<file path="config.mk">
export PLATFORM = sky130hd
export DESIGN_NAME = multicycle_control_unit_flat
export DESIGN_NICKNAME = d
export VERILOG_FILES = /design/src/rtl/mips_ctrl_pkg.sv /design/src/rtl/multicycle_control_unit_if.sv /design/src/rtl/mc_ctrl_decode.sv /design/src/rtl/multicycle_control_unit.sv /design/src/flat_wrapper.sv
export SDC_FILE = /design/constraint.sdc
export NUM_CORES = 1
export LEC_CHECK = 0
export CAP_MARGIN = 20
export CORE_MARGIN = 2
export CORE_UTILIZATION = 45
export DETAILED_ROUTE_END_ITERATION = 10
export GPL_ROUTABILITY_DRIVEN = 0
export PLACE_DENSITY = 0.76
export SYNTH_ARGS = -nofsm -noshare
export SYNTH_HDL_FRONTEND = slang
export SYNTH_SLANG_ARGS = --single-unit
</file>
<file path="constraint.sdc">
create_clock -name clk -period 4.15 [get_ports clk]
set_input_delay 0.6225 -clock clk [delete_from_list [all_inputs] [get_ports clk]]
set_output_delay 0.6225 -clock clk [all_outputs]
set_load 0.005 [all_outputs]
</file>
<file path="src/rtl/mips_ctrl_pkg.sv">
// Shared encodings for the multicycle MIPS control unit: opcodes, FSM states,
// datapath select codes and the bundled control word.
package mips_ctrl_pkg;

  localparam logic [5:0] OP_RTYPE = 6'd0;
  localparam logic [5:0] OP_J     = 6'd2;
  localparam logic [5:0] OP_BEQ   = 6'd4;
  localparam logic [5:0] OP_ADDI  = 6'd8;
  localparam logic [5:0] OP_LUI   = 6'd15;
  localparam logic [5:0] OP_LW    = 6'd35;
  localparam logic [5:0] OP_SW    = 6'd43;

  typedef enum logic [3:0] {
    FETCH  = 4'd0,
    DECODE = 4'd1,
    MEMADR = 4'd2,
    MEMRD  = 4'd3,
    MEMWB  = 4'd4,
    MEMWR  = 4'd5,
    EXEC   = 4'd6,
    ALUWB  = 4'd7,
    BRANCH = 4'd8,
    ADDIEX = 4'd9,
    LUIEX  = 4'd10,
    IWB    = 4'd11,
    JUMP   = 4'd12,
    TRAP   = 4'd13
  } state_t;

  typedef enum logic [1:0] {
    ALU_ADD   = 2'b00,
    ALU_SUB   = 2'b01,
    ALU_FUNCT = 2'b10,
    ALU_LUI   = 2'b11
  } aluop_t;

  typedef enum logic [1:0] {
    SRCB_REG     = 2'b00,
    SRCB_FOUR    = 2'b01,
    SRCB_IMM     = 2'b10,
    SRCB_IMM_SH2 = 2'b11
  } srcb_t;

  typedef enum logic [1:0] {
    PC_ALU    = 2'b00,
    PC_ALUOUT = 2'b01,
    PC_JUMP   = 2'b10
  } pcsrc_t;

  typedef struct packed {
    logic   iord;
    logic   mem_read;
    logic   mem_write;
    logic   ir_write;
    logic   reg_dst;
    logic   mem_to_reg;
    logic   reg_write;
    logic   alu_src_a;
    logic   pc_write;
    logic   branch;
    srcb_t  alu_src_b;
    aluop_t alu_op;
    pcsrc_t pc_src;
    logic   illegal_op;
  } ctrl_t;

endpackage

</file>
<file path="src/rtl/multicycle_control_unit_if.sv">
// Control-unit <-> datapath signal bundle; master is the control unit side.
interface multicycle_control_unit_if #(
  parameter int CNT_W = 32
);
  logic [5:0]       opcode;
  logic             mem_ready;
  logic             IorD;
  logic             MemRead;
  logic             MemWrite;
  logic             IRWrite;
  logic             RegDst;
  logic             MemtoReg;
  logic             RegWrite;
  logic             ALUSrcA;
  logic             PCWrite;
  logic             Branch;
  logic [1:0]       ALUSrcB;
  logic [1:0]       ALUOp;
  logic [1:0]       PCSrc;
  logic             illegal_op;
  logic [3:0]       state;
  logic [CNT_W-1:0] instr_count;

  modport master (
    input  opcode, mem_ready,
    output IorD, MemRead, MemWrite, IRWrite, RegDst, MemtoReg, RegWrite,
           ALUSrcA, PCWrite, Branch, ALUSrcB, ALUOp, PCSrc, illegal_op,
           state, instr_count
  );

  modport slave (
    output opcode, mem_ready,
    input  IorD, MemRead, MemWrite, IRWrite, RegDst, MemtoReg, RegWrite,
           ALUSrcA, PCWrite, Branch, ALUSrcB, ALUOp, PCSrc, illegal_op,
           state, instr_count
  );
endinterface

</file>
<file path="src/rtl/mc_ctrl_decode.sv">
// Combinational next-state and Moore output decode for the multicycle FSM.
// retire flags the edges that complete an instruction (everything but TRAP).
module mc_ctrl_decode
  import mips_ctrl_pkg::*;
#(
  parameter bit MEM_HS  = 1'b1,
  parameter bit JUMP_EN = 1'b1
) (
  input  state_t     state,
  input  logic [5:0] opcode,
  input  logic       mem_ready,
  output state_t     next_state,
  output ctrl_t      ctrl,
  output logic       retire
);

  logic rdy;
  assign rdy = MEM_HS ? mem_ready : 1'b1;

  always_comb begin
    // NOTE: every output gets a default before the case so no path leaves a
    // value unassigned; that is what keeps this block free of inferred latches.
    next_state = FETCH;
    ctrl       = '0;
    retire     = 1'b0;

    case (state)
      FETCH: begin
        ctrl.mem_read  = 1'b1;
        ctrl.alu_src_b = SRCB_FOUR;
        ctrl.ir_write  = rdy;
        ctrl.pc_write  = rdy;
        next_state     = rdy ? DECODE : FETCH;
      end
      DECODE: begin
        ctrl.alu_src_b = SRCB_IMM_SH2;
        case (opcode)
          OP_LW, OP_SW: next_state = MEMADR;
          OP_RTYPE:     next_state = EXEC;
          OP_BEQ:       next_state = BRANCH;
          OP_ADDI:      next_state = ADDIEX;
          OP_LUI:       next_state = LUIEX;
          OP_J:         next_state = JUMP_EN ? JUMP : TRAP;
          default:      next_state = TRAP;
        endcase
      end
      MEMADR: begin
        ctrl.alu_src_a = 1'b1;
        ctrl.alu_src_b = SRCB_IMM;
        // IR still holds the instruction, so opcode is stable here
        next_state     = (opcode == OP_LW) ? MEMRD : MEMWR;
      end
      MEMRD: begin
        ctrl.iord     = 1'b1;
        ctrl.mem_read = 1'b1;
        next_state    = rdy ? MEMWB : MEMRD;
      end
      MEMWB: begin
        ctrl.mem_to_reg = 1'b1;
        ctrl.reg_write  = 1'b1;
        retire          = 1'b1;
      end
      MEMWR: begin
        ctrl.iord      = 1'b1;
        ctrl.mem_write = 1'b1;
        next_state     = rdy ? FETCH : MEMWR;
        retire         = rdy;
      end
      EXEC: begin
        ctrl.alu_src_a = 1'b1;
        ctrl.alu_op    = ALU_FUNCT;
        next_state     = ALUWB;
      end
      ALUWB: begin
        ctrl.reg_dst   = 1'b1;
        ctrl.reg_write = 1'b1;
        retire         = 1'b1;
      end
      BRANCH: begin
        ctrl.alu_src_a = 1'b1;
        ctrl.alu_op    = ALU_SUB;
        ctrl.pc_src    = PC_ALUOUT;
        ctrl.branch    = 1'b1;
        retire         = 1'b1;
      end
      ADDIEX: begin
        ctrl.alu_src_a = 1'b1;
        ctrl.alu_src_b = SRCB_IMM;
        next_state     = IWB;
      end
      LUIEX: begin
        ctrl.alu_src_a = 1'b1;
        ctrl.alu_src_b = SRCB_IMM;
        ctrl.alu_op    = ALU_LUI;
        next_state     = IWB;
      end
      IWB: begin
        ctrl.reg_write = 1'b1;
        retire         = 1'b1;
      end
      JUMP: begin
        ctrl.pc_src   = PC_JUMP;
        ctrl.pc_write = 1'b1;
        retire        = 1'b1;
      end
      TRAP: begin
        ctrl.illegal_op = 1'b1;
      end
      // Encodings 14/15: recover to FETCH with everything deasserted
      default: next_state = FETCH;
    endcase
  end

endmodule

</file>
<file path="src/rtl/multicycle_control_unit.sv">
// Multicycle MIPS control unit: state and retired-instruction registers, with
// the decode sub-module producing next state and the Moore control word.
module multicycle_control_unit
  import mips_ctrl_pkg::*;
#(
  parameter bit MEM_HS  = 1'b1,
  parameter bit JUMP_EN = 1'b1,
  parameter int CNT_W   = 32
) (
  input logic                       clk,
  input logic                       rst,
  multicycle_control_unit_if.master bus
);

  state_t           state_q;
  state_t           next_state;
  ctrl_t            ctrl;
  logic             retire;
  logic [CNT_W-1:0] cnt_q;

  mc_ctrl_decode #(
    .MEM_HS  (MEM_HS),
    .JUMP_EN (JUMP_EN)
  ) u_decode (
    .state      (state_q),
    .opcode     (bus.opcode),
    .mem_ready  (bus.mem_ready),
    .next_state (next_state),
    .ctrl       (ctrl),
    .retire     (retire)
  );

  // NOTE: registers use non-blocking assignments so every flop samples the
  // pre-edge values regardless of statement order.
  always_ff @(posedge clk or posedge rst) begin
    if (rst) begin
      state_q <= FETCH;
      cnt_q   <= '0;
    end else begin
      state_q <= next_state;
      if (retire) cnt_q <= cnt_q + 1'b1;
    end
  end

  assign bus.IorD        = ctrl.iord;
  assign bus.MemRead     = ctrl.mem_read;
  assign bus.MemWrite    = ctrl.mem_write;
  assign bus.IRWrite     = ctrl.ir_write;
  assign bus.RegDst      = ctrl.reg_dst;
  assign bus.MemtoReg    = ctrl.mem_to_reg;
  assign bus.RegWrite    = ctrl.reg_write;
  assign bus.ALUSrcA     = ctrl.alu_src_a;
  assign bus.PCWrite     = ctrl.pc_write;
  assign bus.Branch      = ctrl.branch;
  assign bus.ALUSrcB     = ctrl.alu_src_b;
  assign bus.ALUOp       = ctrl.alu_op;
  assign bus.PCSrc       = ctrl.pc_src;
  assign bus.illegal_op  = ctrl.illegal_op;
  assign bus.state       = state_q;
  assign bus.instr_count = cnt_q;

endmodule

</file>
<file path="src/flat_wrapper.sv">
// flat-port wrapper written by rule: the top's interface ports become plain ports
module multicycle_control_unit_flat import mips_ctrl_pkg::*;
#(
  parameter bit MEM_HS  = 1'b1,
  parameter bit JUMP_EN = 1'b1,
  parameter int CNT_W   = 32
)
  (clk, rst, bus_opcode, bus_mem_ready, bus_IorD, bus_MemRead, bus_MemWrite, bus_IRWrite, bus_RegDst, bus_MemtoReg, bus_RegWrite, bus_ALUSrcA, bus_PCWrite, bus_Branch, bus_ALUSrcB, bus_ALUOp, bus_PCSrc, bus_illegal_op, bus_state, bus_instr_count);
  multicycle_control_unit_if #(.CNT_W(CNT_W)) bus_i ();
  input logic clk;
  input logic rst;
  input wire logic [$bits(bus_i.opcode)-1:0] bus_opcode;
  input wire logic [$bits(bus_i.mem_ready)-1:0] bus_mem_ready;
  output wire logic [$bits(bus_i.IorD)-1:0] bus_IorD;
  output wire logic [$bits(bus_i.MemRead)-1:0] bus_MemRead;
  output wire logic [$bits(bus_i.MemWrite)-1:0] bus_MemWrite;
  output wire logic [$bits(bus_i.IRWrite)-1:0] bus_IRWrite;
  output wire logic [$bits(bus_i.RegDst)-1:0] bus_RegDst;
  output wire logic [$bits(bus_i.MemtoReg)-1:0] bus_MemtoReg;
  output wire logic [$bits(bus_i.RegWrite)-1:0] bus_RegWrite;
  output wire logic [$bits(bus_i.ALUSrcA)-1:0] bus_ALUSrcA;
  output wire logic [$bits(bus_i.PCWrite)-1:0] bus_PCWrite;
  output wire logic [$bits(bus_i.Branch)-1:0] bus_Branch;
  output wire logic [$bits(bus_i.ALUSrcB)-1:0] bus_ALUSrcB;
  output wire logic [$bits(bus_i.ALUOp)-1:0] bus_ALUOp;
  output wire logic [$bits(bus_i.PCSrc)-1:0] bus_PCSrc;
  output wire logic [$bits(bus_i.illegal_op)-1:0] bus_illegal_op;
  output wire logic [$bits(bus_i.state)-1:0] bus_state;
  output wire logic [$bits(bus_i.instr_count)-1:0] bus_instr_count;
  assign bus_i.opcode = bus_opcode;
  assign bus_i.mem_ready = bus_mem_ready;
  assign bus_IorD = bus_i.IorD;
  assign bus_MemRead = bus_i.MemRead;
  assign bus_MemWrite = bus_i.MemWrite;
  assign bus_IRWrite = bus_i.IRWrite;
  assign bus_RegDst = bus_i.RegDst;
  assign bus_MemtoReg = bus_i.MemtoReg;
  assign bus_RegWrite = bus_i.RegWrite;
  assign bus_ALUSrcA = bus_i.ALUSrcA;
  assign bus_PCWrite = bus_i.PCWrite;
  assign bus_Branch = bus_i.Branch;
  assign bus_ALUSrcB = bus_i.ALUSrcB;
  assign bus_ALUOp = bus_i.ALUOp;
  assign bus_PCSrc = bus_i.PCSrc;
  assign bus_illegal_op = bus_i.illegal_op;
  assign bus_state = bus_i.state;
  assign bus_instr_count = bus_i.instr_count;
  multicycle_control_unit #(.MEM_HS(MEM_HS), .JUMP_EN(JUMP_EN), .CNT_W(CNT_W)) u_core (.clk(clk), .rst(rst), .bus(bus_i));
endmodule
</file>
==> out/summary.txt <==
STATUS
--------------------------------------------------------------------------------
Status ............................................................ finished clean

WORST SETUP PATH
--------------------------------------------------------------------------------
Critical Setup Path Class .........................................   reg -> out
Launch point of the worst reg-to-reg path ......................... u_core.bus.state[1]$_DFF_PP0_
Reg2Reg Setup Slack ...............................................      1.77 ns
Crit-path cells ................................................... or2_2, nor4b_1, or2_2, clkdlybuf4s50_1
Worst reg2reg endpoint ............................................ u_core.bus.instr_count[26]$_DFFE_PP0P_
Most frequent cell on the critical path ...........................        or2_2
Crit. Startpoint .................................................. u_core.bus.state[3]$_DFF_PP0_
Req. time, crit path ..............................................      3.53 ns
Peak per-stage delay on the critical path .........................      0.57 ns
Setup crit end kind ...............................................   output pin
Cell with the largest stage delay on the worst path ...............      dfrtp_1
Arrival time worst endpoint .......................................      2.32 ns
Worst Reg2Reg Path Length in Cells ................................            5
Sort of element at the start of the critical path .................     register
CP max FO .........................................................           18

STA
--------------------------------------------------------------------------------
Post-route setup slack ............................................     1.204 ns
Clock Skews .......................................................  0.006127 ns
Highest clock rate ................................................    339.5 MHz
Sum of negative setup slack .......................................         0 ns
Fraction of the cycle the final worst path needs ..................       70.99%
Worst-Margin Slew .................................................    0.7780 ns
# setup viols final ...............................................            0
Unrepaired setup endpoints after global routing ...................        false
Max-slew violation total from the final report ....................            0
Final Critical Period .............................................     2.946 ns
Number of hold violations in the final report .....................            0
Rel. slew slack ...................................................       47.66%

FINAL LAYOUT
--------------------------------------------------------------------------------
Layout cell share with drive strength beyond 1 ....................       5.926%
Number of nets in the finished design .............................          279
Filler instances ..................................................          342
Diode insertion count for antenna repair ..........................            0
Non-filler cells, final ...........................................          322
Area grow syn2layout ..............................................       37.16%

SYNTH
--------------------------------------------------------------------------------
Average cell area after synthesis .................................    9.534 µm²
#FFs+latches synth ................................................           36
Primary flip-flop cell chosen by synthesis mapping ................      dfrtp_1
Post-synthesis sequential area ratio ..............................       45.43%
Number of library cell types mapped by synthesis ..................           41
Most common library cells after synthesis ......................... 36 x dfrtp_1, 23 x xnor2_1, 22 x nand2_1, 21 x nor2_1, 15 x nand3_1
Cell accounting for the most synthesized area .....................      dfrtp_1
Synth top area cells .............................................. dfrtp_1 45%, xnor2_1 10%, xor2_1 4.4%
Post-synthesis cell area ..........................................     1983 µm²
Syn Nets ..........................................................          218
Synthesized netlist cell count ....................................          208
Cell with the most instances after synthesis ......................      dfrtp_1
Yosys synthesis warning count .....................................            0
Share of flip-flops with an asynchronous set or reset .............       100.0%
Post-synth EDFFs ..................................................            0
Top-area cell type share of the netlist area ......................       45.43%

MIN PATH
--------------------------------------------------------------------------------
Hold depth ........................................................            1
Launch instance of the worst min-delay path ....................... u_core.bus.instr_count[31]$_DFFE_PP0P_
Worst min path class ..............................................   reg -> reg
Hold Crit Endpoint ................................................ u_core.bus.instr_count[31]$_DFFE_PP0P_

FLOORPLANNING
--------------------------------------------------------------------------------
Height of the die .................................................     70.39 µm
Die outline width .................................................     70.39 µm
Ports placed on the boundary ......................................           62
Number of cell rows ...............................................           24
Initial core utilization ..........................................       46.18%
Core Area .........................................................     4294 µm²
Die footprint .....................................................     4954 µm²

CTS
--------------------------------------------------------------------------------
Clock network latency to the later pin of the worst-skew pair .....      0.29 ns
Root buffer cell ..................................................     clkbuf_8
Hold buffer count at cts ..........................................            0
Clock transition at path regs .....................................      0.07 ns
Total CTS buffers .................................................            5
Clock tree from TritonCTS .........................................         done
CTS Buffer Depth ..................................................            2
Clock sink count ..................................................           36
CTS-repair resized insts ..........................................            0
Post-CTS Setup Bufs ...............................................            0
Clock H-tree levels ...............................................            2

DRT
--------------------------------------------------------------------------------
Number of routed nets with antenna violations .....................            0
Final wirelength ..................................................     4.473 mm
Routed len/inst ...................................................     13.89 µm
Post-DR vias/cell .................................................        5.370
Number of DRC violations after detailed routing ...................            0
Initial DRT Pass Iterations .......................................            4
DRT iter0 DRCs ....................................................           86
Vias ..............................................................         1729

GLOBAL ROUTING
--------------------------------------------------------------------------------
Largest net degree at the start of global routing .................           37
Global-route wire length before repair ............................     7.603 mm
Vias in the first global route ....................................         1622
GRT Overall Usage .................................................       18.84%
Remaining global-route overflow ...................................            0
Number of antenna violations at the first check in global routing .            0

PLACED DESIGN
--------------------------------------------------------------------------------
Detailed-placement wirelength estimate ............................     3.217 mm
Count of port buffers added during placement ......................           61
Worst slack at placement ..........................................     1.333 ns
Placed cells ......................................................          314

POWER AND IR DROP
--------------------------------------------------------------------------------
Max VDD drop ......................................................    0.2957 mV
Cell Pwr Density .................................................. 469.0 nW/µm²
Leakage ...........................................................     1.130 nW

FLOW RUN
--------------------------------------------------------------------------------
Number of maximum-capacitance constraint violations ...............            0

[layout by cell type (no fill, tap or decap), types with 2 or more instances in the layout]
master           Yosys  layout
or2_2                3       3
clkinv_2             0       2
nand4_1             11      11
o21ai_0              3       3
nand2b_1             3       3
inv_1                8       8
xnor2_1             23      23
nand2_1             22      22
nand3_1             15      15
xor2_1              10      10
nor4_4               2       2
and3_1               3       3
nor4_1               2       2
clkbuf_8             0       6
or3_1                2       2
nor2_1              21      21
a21oi_1              4       4
a2111oi_0            3       3
nor3_1               9       9
dfrtp_1             36      36
clkdlybuf4s50_1      0      61
[metrics by stage]
stage	instance area (µm²)	utilization [%]	total power (W)	hold WS, ns
floorplan	1983	-	0.0007683	0.4647
global placement	2628	61.19	0.001021	0.4566
detailed placement	2628	61.19	0.001023	0.4769
CTS	2720	63.35	0.001281	0.4868
global route	2720	63.35	0.001358	0.5258
finish	2720	63.35	0.001276	0.4784
[sequential cells by signal (all words and copies together) (netlist names)]
signal / count
u_core.bus.instr_count: 32
u_core.bus.state: 4
[metal layers]
| metal | global-route usage (%) | wire length (µm) | vias to the layer above |
|---|---|---|---|
| met5 | 0 | 0 | - |
| met4 | 4.487 | 39 | 0 |
| met3 | 5.195 | 214 | 5 |
| met2 | 29.87 | 2049 | 48 |
| met1 | 25.65 | 2170 | 824 |
| li1 | - | - | 852 |
[cell type report]
class | instances | area [µm²] | share of cell area, %
sequential | 36 | 900.9 | 33.12
clock inverter | 2 | 10.01 | 0.3680
clock buffer | 6 | 82.58 | 3.036
timing repair buffer | 62 | 618.1 | 22.72
multi-input combinational | 156 | 1013 | 37.26
inverter | 8 | 30.03 | 1.104
tap | 52 | 65.06 | 2.392
[worst max-delay path by stage]
stage / endpoint / slack [ns] / cells past startpoint
6_report: bus_PCWrite / 1.20 / 4
2_1_floorplan: bus_PCWrite / 2.00 / 5
3_3_place_gp: bus_PCWrite / 1.36 / 4
4_1_cts: bus_PCWrite / 1.19 / 4
5_1_grt: bus_PCWrite / 1.08 / 4
3_5_place_dp: bus_PCWrite / 1.33 / 4
[power breakdown]
part	total (W)	internal [W]	switching, W
sequential	0.000505	0.000395	0.000111
clock	0.000255	0.000132	0.000123
combinational	0.000516	0.000296	0.000219
[cell families (layout without fill, tap and decap cells)]
kind of cell               Yosys count  in the layout  synth area share (%)
and+or+nand+nor                    100            100                 26.56
adders and majority gates            1              1                0.6308
AOI/OAI and AO/OA                   20             20                 8.266
buffers and inverters               16             78                 3.470
muxes                                2              2                 1.073
xor gates and xnor gates            33             33                 14.57
DFF                                 36             36                 45.43
[worst max-delay path: cells and delay by family, from the launching register on]
kind          cells  cell delay (ns)
flops             1             0.57
buf+inv           1             0.49
simple gates      3             0.99
(Power assumes the default switching activity.)
